### src/rtl/ntcrack_host_if.sv
// Handshake bundle between ntcrack_host, the upstream hash source, the cracker and the password sink.
// master = ntcrack_host side, slave = the surrounding system.
interface ntcrack_host_if;
    logic [7:0] hash_in_byte;
    logic       hash_in_valid;
    logic       hash_in_last;
    logic       hash_in_ready;
    logic [7:0] new_hash_byte;
    logic       store_hash_byte;
    logic       go;
    logic       your_turn;
    logic       match_found;
    logic [7:0] password_byte;
    logic [7:0] pw_out_byte;
    logic       pw_out_valid;
    logic       pw_out_last;
    logic       pw_out_ready;

    modport master (
        input  hash_in_byte, hash_in_valid, hash_in_last,
        output hash_in_ready,
        output new_hash_byte, store_hash_byte, go,
        input  your_turn, match_found, password_byte,
        output pw_out_byte, pw_out_valid, pw_out_last,
        input  pw_out_ready
    );

    modport slave (
        output hash_in_byte, hash_in_valid, hash_in_last,
        input  hash_in_ready,
        input  new_hash_byte, store_hash_byte, go,
        output your_turn, match_found, password_byte,
        input  pw_out_byte, pw_out_valid, pw_out_last,
        output pw_out_ready
    );
endinterface

### src/rtl/ntcrack_host.sv
// Host sequencer: loads a 16-byte hash into the cracker, then streams out 20-byte passwords.
// Optional wait-state timeout is enabled by defining NTCRACK_HOST_TIMEOUT_EN.
module ntcrack_host #(
    parameter int unsigned TIMEOUT_CYCLES = 1023
) (
    input  logic           clk,
    input  logic           reset,
    ntcrack_host_if.master bus,
    output logic [7:0]     match_count,
    output logic           proto_error
);
    typedef enum logic [3:0] {
        S_IDLE, S_LOAD_STROBE, S_LOAD_WAIT_LOW, S_LOAD_WAIT_HIGH, S_GO_PULSE,
        S_GO_WAIT_LOW, S_CRACK, S_EMIT, S_ACK_PULSE, S_ACK_WAIT_LOW
    } state_t;

    state_t     r_state, w_next;
    logic [7:0] r_new_hash_byte, r_pw_byte, r_match_count;
    logic       r_last, r_proto_error;
    logic [3:0] r_byte_cnt;
    logic [4:0] r_pw_idx;
    logic       w_accept, w_capture, w_load, w_err, w_pad, w_timeout;

    if (TIMEOUT_CYCLES == 0) begin : g_bad_timeout
        $error("TIMEOUT_CYCLES must be nonzero");
    end

`ifdef NTCRACK_HOST_TIMEOUT_EN
    localparam int unsigned TW = $clog2(TIMEOUT_CYCLES + 1);
    logic [TW-1:0] r_to_cnt;
    logic          w_wait;

    always_comb begin
        w_wait    = (r_state == S_LOAD_WAIT_LOW) || (r_state == S_LOAD_WAIT_HIGH) ||
                    (r_state == S_GO_WAIT_LOW)   || (r_state == S_ACK_WAIT_LOW);
        w_timeout = w_wait && (r_to_cnt == TW'(TIMEOUT_CYCLES - 1));
    end

    // Counter restarts on every state change so each wait gets the full budget.
    always_ff @(posedge clk) begin
        if (reset || !w_wait || (w_next != r_state)) r_to_cnt <= '0;
        else                                          r_to_cnt <= r_to_cnt + TW'(1);
    end
`else
    always_comb w_timeout = 1'b0;
`endif

    always_comb begin
        w_accept  = (r_state == S_IDLE) && bus.your_turn && bus.hash_in_valid;
        w_capture = (r_state == S_CRACK) && bus.match_found && bus.your_turn;
        w_load    = (r_state == S_LOAD_STROBE) || (r_state == S_LOAD_WAIT_LOW) ||
                    (r_state == S_LOAD_WAIT_HIGH);
        w_pad     = (r_state == S_LOAD_WAIT_HIGH) && bus.your_turn && r_last &&
                    (r_byte_cnt != 4'd0);
        w_err     = (bus.match_found && (!bus.your_turn || w_load)) ||
                    (w_accept && bus.hash_in_last && (r_byte_cnt != 4'hF)) || w_timeout;
    end

    always_comb begin
        w_next = r_state;
        case (r_state)
            S_IDLE:           if (w_accept) w_next = S_LOAD_STROBE;
            S_LOAD_STROBE:    w_next = S_LOAD_WAIT_LOW;
            S_LOAD_WAIT_LOW:  if (!bus.your_turn) w_next = S_LOAD_WAIT_HIGH;
            S_LOAD_WAIT_HIGH: begin
                // A short final hash keeps re-entering the strobe with zero bytes until the count wraps.
                if (bus.your_turn) begin
                    if (!r_last)                 w_next = S_IDLE;
                    else if (r_byte_cnt == 4'd0) w_next = S_GO_PULSE;
                    else                         w_next = S_LOAD_STROBE;
                end
            end
            S_GO_PULSE:       w_next = S_GO_WAIT_LOW;
            S_GO_WAIT_LOW:    if (!bus.your_turn) w_next = S_CRACK;
            S_CRACK:          if (w_capture) w_next = S_EMIT;
            S_EMIT:           if (bus.pw_out_ready) w_next = S_ACK_PULSE;
            S_ACK_PULSE:      w_next = S_ACK_WAIT_LOW;
            S_ACK_WAIT_LOW:   if (!bus.your_turn) w_next = S_CRACK;
            default:          w_next = S_IDLE;
        endcase
        if (w_timeout) w_next = S_IDLE;
    end

    always_ff @(posedge clk) begin
        if (reset) begin
            r_state         <= S_IDLE;
            r_new_hash_byte <= '0;
            r_pw_byte       <= '0;
            r_match_count   <= '0;
            r_last          <= 1'b0;
            r_proto_error   <= 1'b0;
            r_byte_cnt      <= '0;
            r_pw_idx        <= '0;
        end else begin
            r_state <= w_next;
            if (w_err) r_proto_error <= 1'b1;
            if (w_accept) begin
                r_new_hash_byte <= bus.hash_in_byte;
                r_last          <= bus.hash_in_last;
            end
            if (w_pad) r_new_hash_byte <= '0;
            if (r_state == S_LOAD_STROBE) r_byte_cnt <= r_byte_cnt + 4'd1;
            if (w_capture) r_pw_byte <= bus.password_byte;
            if ((r_state == S_ACK_WAIT_LOW) && !bus.your_turn && !w_timeout) begin
                if (r_pw_idx == 5'd19) begin
                    r_pw_idx <= '0;
                    if (r_match_count != 8'hFF) r_match_count <= r_match_count + 8'd1;
                end else begin
                    r_pw_idx <= r_pw_idx + 5'd1;
                end
            end
        end
    end

    always_comb begin
        bus.hash_in_ready   = !reset && (r_state == S_IDLE) && bus.your_turn;
        bus.store_hash_byte = !reset && (r_state == S_LOAD_STROBE);
        bus.go              = !reset && ((r_state == S_GO_PULSE) || (r_state == S_ACK_PULSE));
        bus.pw_out_valid    = !reset && (r_state == S_EMIT);
        bus.pw_out_last     = !reset && (r_state == S_EMIT) && (r_pw_idx == 5'd19);
        bus.new_hash_byte   = r_new_hash_byte;
        bus.pw_out_byte     = r_pw_byte;
        match_count         = r_match_count;
        proto_error         = r_proto_error;
    end
endmodule

### src/flat_wrapper.sv
// flat-port wrapper written by rule: the top's interface ports become plain ports
module ntcrack_host_flat 
#(
    parameter int unsigned TIMEOUT_CYCLES = 1023
)
  (clk, reset, match_count, proto_error, bus_hash_in_byte, bus_hash_in_valid, bus_hash_in_last, bus_hash_in_ready, bus_new_hash_byte, bus_store_hash_byte, bus_go, bus_your_turn, bus_match_found, bus_password_byte, bus_pw_out_byte, bus_pw_out_valid, bus_pw_out_last, bus_pw_out_ready);
  ntcrack_host_if bus_i ();
  input  logic clk;
  input  logic reset;
  output logic [7:0] match_count;
  output logic proto_error;
  input wire logic [$bits(bus_i.hash_in_byte)-1:0] bus_hash_in_byte;
  input wire logic [$bits(bus_i.hash_in_valid)-1:0] bus_hash_in_valid;
  input wire logic [$bits(bus_i.hash_in_last)-1:0] bus_hash_in_last;
  output wire logic [$bits(bus_i.hash_in_ready)-1:0] bus_hash_in_ready;
  output wire logic [$bits(bus_i.new_hash_byte)-1:0] bus_new_hash_byte;
  output wire logic [$bits(bus_i.store_hash_byte)-1:0] bus_store_hash_byte;
  output wire logic [$bits(bus_i.go)-1:0] bus_go;
  input wire logic [$bits(bus_i.your_turn)-1:0] bus_your_turn;
  input wire logic [$bits(bus_i.match_found)-1:0] bus_match_found;
  input wire logic [$bits(bus_i.password_byte)-1:0] bus_password_byte;
  output wire logic [$bits(bus_i.pw_out_byte)-1:0] bus_pw_out_byte;
  output wire logic [$bits(bus_i.pw_out_valid)-1:0] bus_pw_out_valid;
  output wire logic [$bits(bus_i.pw_out_last)-1:0] bus_pw_out_last;
  input wire logic [$bits(bus_i.pw_out_ready)-1:0] bus_pw_out_ready;
  assign bus_i.hash_in_byte = bus_hash_in_byte;
  assign bus_i.hash_in_valid = bus_hash_in_valid;
  assign bus_i.hash_in_last = bus_hash_in_last;
  assign bus_hash_in_ready = bus_i.hash_in_ready;
  assign bus_new_hash_byte = bus_i.new_hash_byte;
  assign bus_store_hash_byte = bus_i.store_hash_byte;
  assign bus_go = bus_i.go;
  assign bus_i.your_turn = bus_your_turn;
  assign bus_i.match_found = bus_match_found;
  assign bus_i.password_byte = bus_password_byte;
  assign bus_pw_out_byte = bus_i.pw_out_byte;
  assign bus_pw_out_valid = bus_i.pw_out_valid;
  assign bus_pw_out_last = bus_i.pw_out_last;
  assign bus_i.pw_out_ready = bus_pw_out_ready;
  ntcrack_host #(.TIMEOUT_CYCLES(TIMEOUT_CYCLES)) u_core (.clk(clk), .reset(reset), .bus(bus_i), .match_count(match_count), .proto_error(proto_error));
endmodule
### config.mk
export PLATFORM = sky130hd
export DESIGN_NAME = ntcrack_host_flat
export DESIGN_NICKNAME = d
export VERILOG_FILES = /design/src/rtl/ntcrack_host_if.sv /design/src/rtl/ntcrack_host.sv /design/src/flat_wrapper.sv
export SDC_FILE = /design/constraint.sdc
export NUM_CORES = 1
export LEC_CHECK = 0
export ABC_CLOCK_PERIOD_IN_PS = 6470
export BUFFER_PORTS_ARGS = -buffer_cell sky130_fd_sc_hd__clkbuf_2
export CAP_MARGIN = 0
export CORE_MARGIN = 2
export CORE_UTILIZATION = 50
export CTS_CLUSTER_DIAMETER = 50
export DETAILED_ROUTE_END_ITERATION = 10
export GPL_TIMING_DRIVEN = 0
export PLACE_DENSITY = 0.82
export SLEW_MARGIN = 20
export SYNTH_ARGS = -nofsm -noshare
export SYNTH_HDL_FRONTEND = slang
export SYNTH_SLANG_ARGS = --single-unit
### constraint.sdc
create_clock -name clk -period 6.47 [get_ports clk]
set_input_delay 0.9705 -clock clk [delete_from_list [all_inputs] [get_ports clk]]
set_output_delay 0.9705 -clock clk [all_outputs]
set_load 0.1 [all_outputs]
# Word level (Yosys, flattened, before mapping)
# Cells that the tools add are included.
# op_classes
addsub,3
n_eq_ne,18
muxes,10
reduce_logical,31
# op_table
cell,count
$pmux W4 S9,1
$mux W4,7
$logic_and A1 B1 Y1,17
$eq A4 B3 Y1 const B,4
$add A8 B1 Y8 const B,1
$eq A4 B2 Y1 const B,2
$eq A4 B4 Y1 const B,2
$logic_not A4 Y1,2
$ne A2 B2 Y1 const B,4
$ne A8 B8 Y1 const B,1
$reduce_and A6 Y1,1
$add A5 B1 Y5 const B,1
$eq A5 B5 Y1 const B,1
$logic_or A1 B1 Y1,5
$mux W5,1
$add A4 B1 Y4 const B,1
$eq A4 B1 Y1 const B,1
$ne A2 B1 Y1 const B,2
$ne A4 B4 Y1 const B,1
$reduce_bool A4 Y1,1
$reduce_or A2 Y1,2
$mux W3,1
$reduce_and A3 Y1,1
$logic_not A1 Y1,2
# word_totals
regBits,39
in_bits,23
wordCells,70

# Depth between registers and ports, before layout
# logic_depth
depth_word,6
depth_mapped,6
depth_no_buf,5

# Worst setup path after synthesis
# No wires, ideal clock.
# synth_path
path_kind,input-to-output
from,input reset
to,output bus_hash_in_ready
t_arrival_ns,4.293
slack_ns,1.207
stages,3
n_path_buf,2
path_cell_list,clkbuf_1 clkbuf_1 nor4_1
# synth_between
elab_chain_len,3
# synth_lines
element,line,source
"start, declared",flat_wrapper.sv:9,input logic reset;
$logic_not A1 Y1,ntcrack_host.sv:116,bus.hash_in_ready = !reset && (r_state == S_IDLE) && bus.your_turn;
$logic_and A1 B1 Y1 (2 in a row),ntcrack_host.sv:116,
"end, declared",flat_wrapper.sv:15,output wire logic [$bits(bus_i.hash_in_ready)-1:0] bus_hash_in_ready;
# No other way between the ends.

# Worst setup path in the final report
# layout_path
from,input reset
to,output bus_pw_out_valid
# layout_between
elab_chain_len,2
# layout_lines
element,line,source
$logic_not A1 Y1,ntcrack_host.sv:119,bus.pw_out_valid = !reset && (r_state == S_EMIT);
$logic_and A1 B1 Y1,ntcrack_host.sv:119,
"end, declared",flat_wrapper.sv:23,output wire logic [$bits(bus_i.pw_out_valid)-1:0] bus_pw_out_valid;
# No other way between the ends.

==> impl_metrics.tcl <==
set metrics [dict create \
    status "completed" \
    clock.fmax_mhz 270.6 \
    start_kind "primary input" \
    drc 0 \
    drtIter0Drc 90 \
    use_met2_pct 37.25 \
    place_area_mm2 0.002253 \
    yosys.cell_types.count 46 \
    cts_resized 0 \
    peakVddDrop_mv 0.1601 \
    cts_setup_buffers 0 \
    yosys_warnings 0 \
    drv_slew 0 \
    fin_cells 326 \
    grt-busiest-layer "met2" \
    grt_overflow 0 \
    hp-class "flop to flop" \
    grt_max_degree 13 \
    ant_nets 0 \
    ys_seq_elements 39 \
    h-tree-depth 2 \
    area_growth_pct 22.79 \
    die_area_mm2 0.004390 \
    wl_per_cell_um 13.74 \
    post-route-period-util_pct 57.12 \
    antenna_cells 0 \
    syn_inst 219 \
    synthesis.nets 246 \
    root_buffer "clkbuf_8" \
    leakagePower_nw 0.9734 \
    dp_hpwl_um 3342 \
    grt_setup_unrepaired "no" \
    wl_um 4478 \
    gp_congestion 0.8567 \
    ys_seq_area_share_pct 40.28 \
    start_util_pct 52.54 \
    crit_path_max_fanout 10 \
    skew_ns 0.004058 \
    grt_pass1_vias 1766 \
    stdcell_area_mm2 0.002380 \
    row_count 22 \
    crit_path_top_delay_cell "clkbuf_1" \
    endpoint_kind "output pin" \
    first_pass_iters 4 \
    netlist_area_mm2 0.001938 \
    use_met3_pct 6.644 \
    relSlewSlack_pct 41.38 \
    dp.cells 318 \
    max-cap-violations 0 \
    drive_gt1_share_pct 25.54 \
    vias_per_cell 5.445 \
    power_density_mw_per_mm2 296.7 \
    hold_violations 0 \
    synth_edf_count 0 \
    required_ns 5.50 \
    io_pins 53 \
    hold_buffers 0 \
    synth_flop_cell "dfxtp_1" \
    numCtsBuffers 5 \
    grt_pass1_wl_um 7610 \
    nets 304 \
    setup_viol 0 \
    cp_slowest_stage_delay_ns 0.46 \
    async_reset_ff_share_pct 0 \
    vias 1775 \
    cts_tree "yes" \
    grt_util_met1_pct 27.07 \
    die_width_um 66.26 \
    crit_type "primary input to output pin" \
    crit_chain "clkbuf_1 -> clkbuf_1 -> clkbuf_1 -> nor2_1 -> clkbuf_2" \
    die_h_um 66.26 \
    clkSinkCount 39 \
    port_buffers 51 \
    arrival_ns 2.73 \
    antenna_found_initial 0 \
    syn_area_per_cell_um2 8.850 \
    cts_buffer_depth 2 \
    worstMarginPinSlew_ns 0.8671 \
    clkLatencyLatePin_ns 0.29 \
    fin_tns_setup_ns 0 \
    grt_usage_pct 22.43 \
    clkTransAtPathRegs_ns 0.07 \
    path_common_cell "clkbuf_1" \
    period_needed_ns 3.696 \
    core_mm2 0.003689 \
]
-- power breakdown --
part           internal, mW  switching, mW
registers             0.258         0.0188
logic                0.0681          0.154
clock network         0.125         0.0826
-- placed cells by master (no fill, tap or decap), types with 2 or more instances in the layout --
cell / n
clkbuf_2: 51
nand4_1: 2
xor2_1: 4
and2_1: 2
buf_2: 2
mux2_2: 3
o41ai_1: 4
nand3_1: 7
o21ai_0: 5
nand2_1: 14
clkbuf_1: 9
o311ai_0: 3
buf_6: 2
nor4b_1: 3
nor2b_1: 7
xnor2_1: 3
nor4_1: 5
inv_1: 7
ha_1: 4
nor3_1: 8
a21oi_1: 8
nor2_1: 32
or3_1: 2
dfxtp_1: 39
o31ai_1: 2
nand3b_1: 2
clkbuf_8: 6
mux2i_1: 20
-- cell type report --
type	count	area, um2
Tap cell	48	60.06
Buffer	13	66.31
Inverter	7	26.28
Multi-Input combinational cell	160	1074
Fill cell	346	1309
Clock inverter	2	35.03
Timing Repair Buffer	51	255.2
Sequential cell	39	780.7
Clock buffer	6	82.58
-- synth_stat cells, types with 3 or more instances --
master	number	area share, %
xnor2_1	3	1.4
nor3_1	8	2.1
nand2_1	14	2.7
mux2i_1	20	10
o311ai_0	3	1.4
nor2_1	32	6.2
xor2_1	4	1.8
o41ai_1	4	1.8
mux2_2	3	1.7
inv_1	7	1.4
o21ai_0	5	1.3
clkbuf_1	9	1.7
dfxtp_1	39	40
nand3_1	7	1.8
a21oi_1	8	2.1
nor4b_1	3	1.4
nor4_1	5	1.6
nor2b_1	7	2.3
ha_1	4	2.6
-- metrics by stage --
stage          hold WS, ns  power (mW)  utilization, %  setup WS [ns]
3_5_place_dp        0.4790      0.5006           61.09          2.783
3_3_place_gp        0.4724      0.4961           61.09          2.773
6_report            0.4967      0.7060           64.52          2.774
2_1_floorplan       0.4655      0.4570               -          1.207
5_1_grt             0.5270      0.7415           64.52          2.676
4_1_cts             0.4988      0.7062           64.28          2.780
-- layer usage --
metal	wire length [um]	share of wire (%)
met1	2029	45
met5	0	0
met4	103	2.3
met3	291	6.5
met2	2054	46
-- path summary, 6_finish.rpt --
path	start	end	slack, ns	depth (start not counted)
max reg2reg	u_core.r_pw_idx[0]	u_core.match_count[6]	4.02	5
min reg2reg	u_core.bus.new_hash_byte[6]	u_core.bus.new_hash_byte[6]	0.50	2
max	reset	bus_pw_out_valid	2.77	5
min	u_core.bus.new_hash_byte[6]	u_core.bus.new_hash_byte[6]	0.50	2
-- kinds of logic after synthesis --
kind of cell,Yosys count,share of synthesized area (%)
AO/OA/AOI/OAI,32,11.56
buffers and inverters,20,4.777
AND/OR/NAND/NOR,94,25.57
flip-flops,39,40.28
multiplexers,23,12.07
XOR/XNOR,7,3.163
adder cells (fa/ha/maj),4,2.582
-- sequential cells by signal, summed over array words and instances (netlist names) --
name / count
u_core.bus.new_hash_byte: 8
u_core.bus.pw_out_byte: 8
u_core.match_count: 8
u_core.proto_error: 1
u_core.r_byte_cnt: 4
u_core.r_last: 1
u_core.r_pw_idx: 5
u_core.r_state: 4
-- critical path: cells and delay by family --
kind	cells	cell delay (ns)
buf+inv	4	1.63
simple gates	1	0.11
No activity file was read; power rests on OpenSTA's default activity.
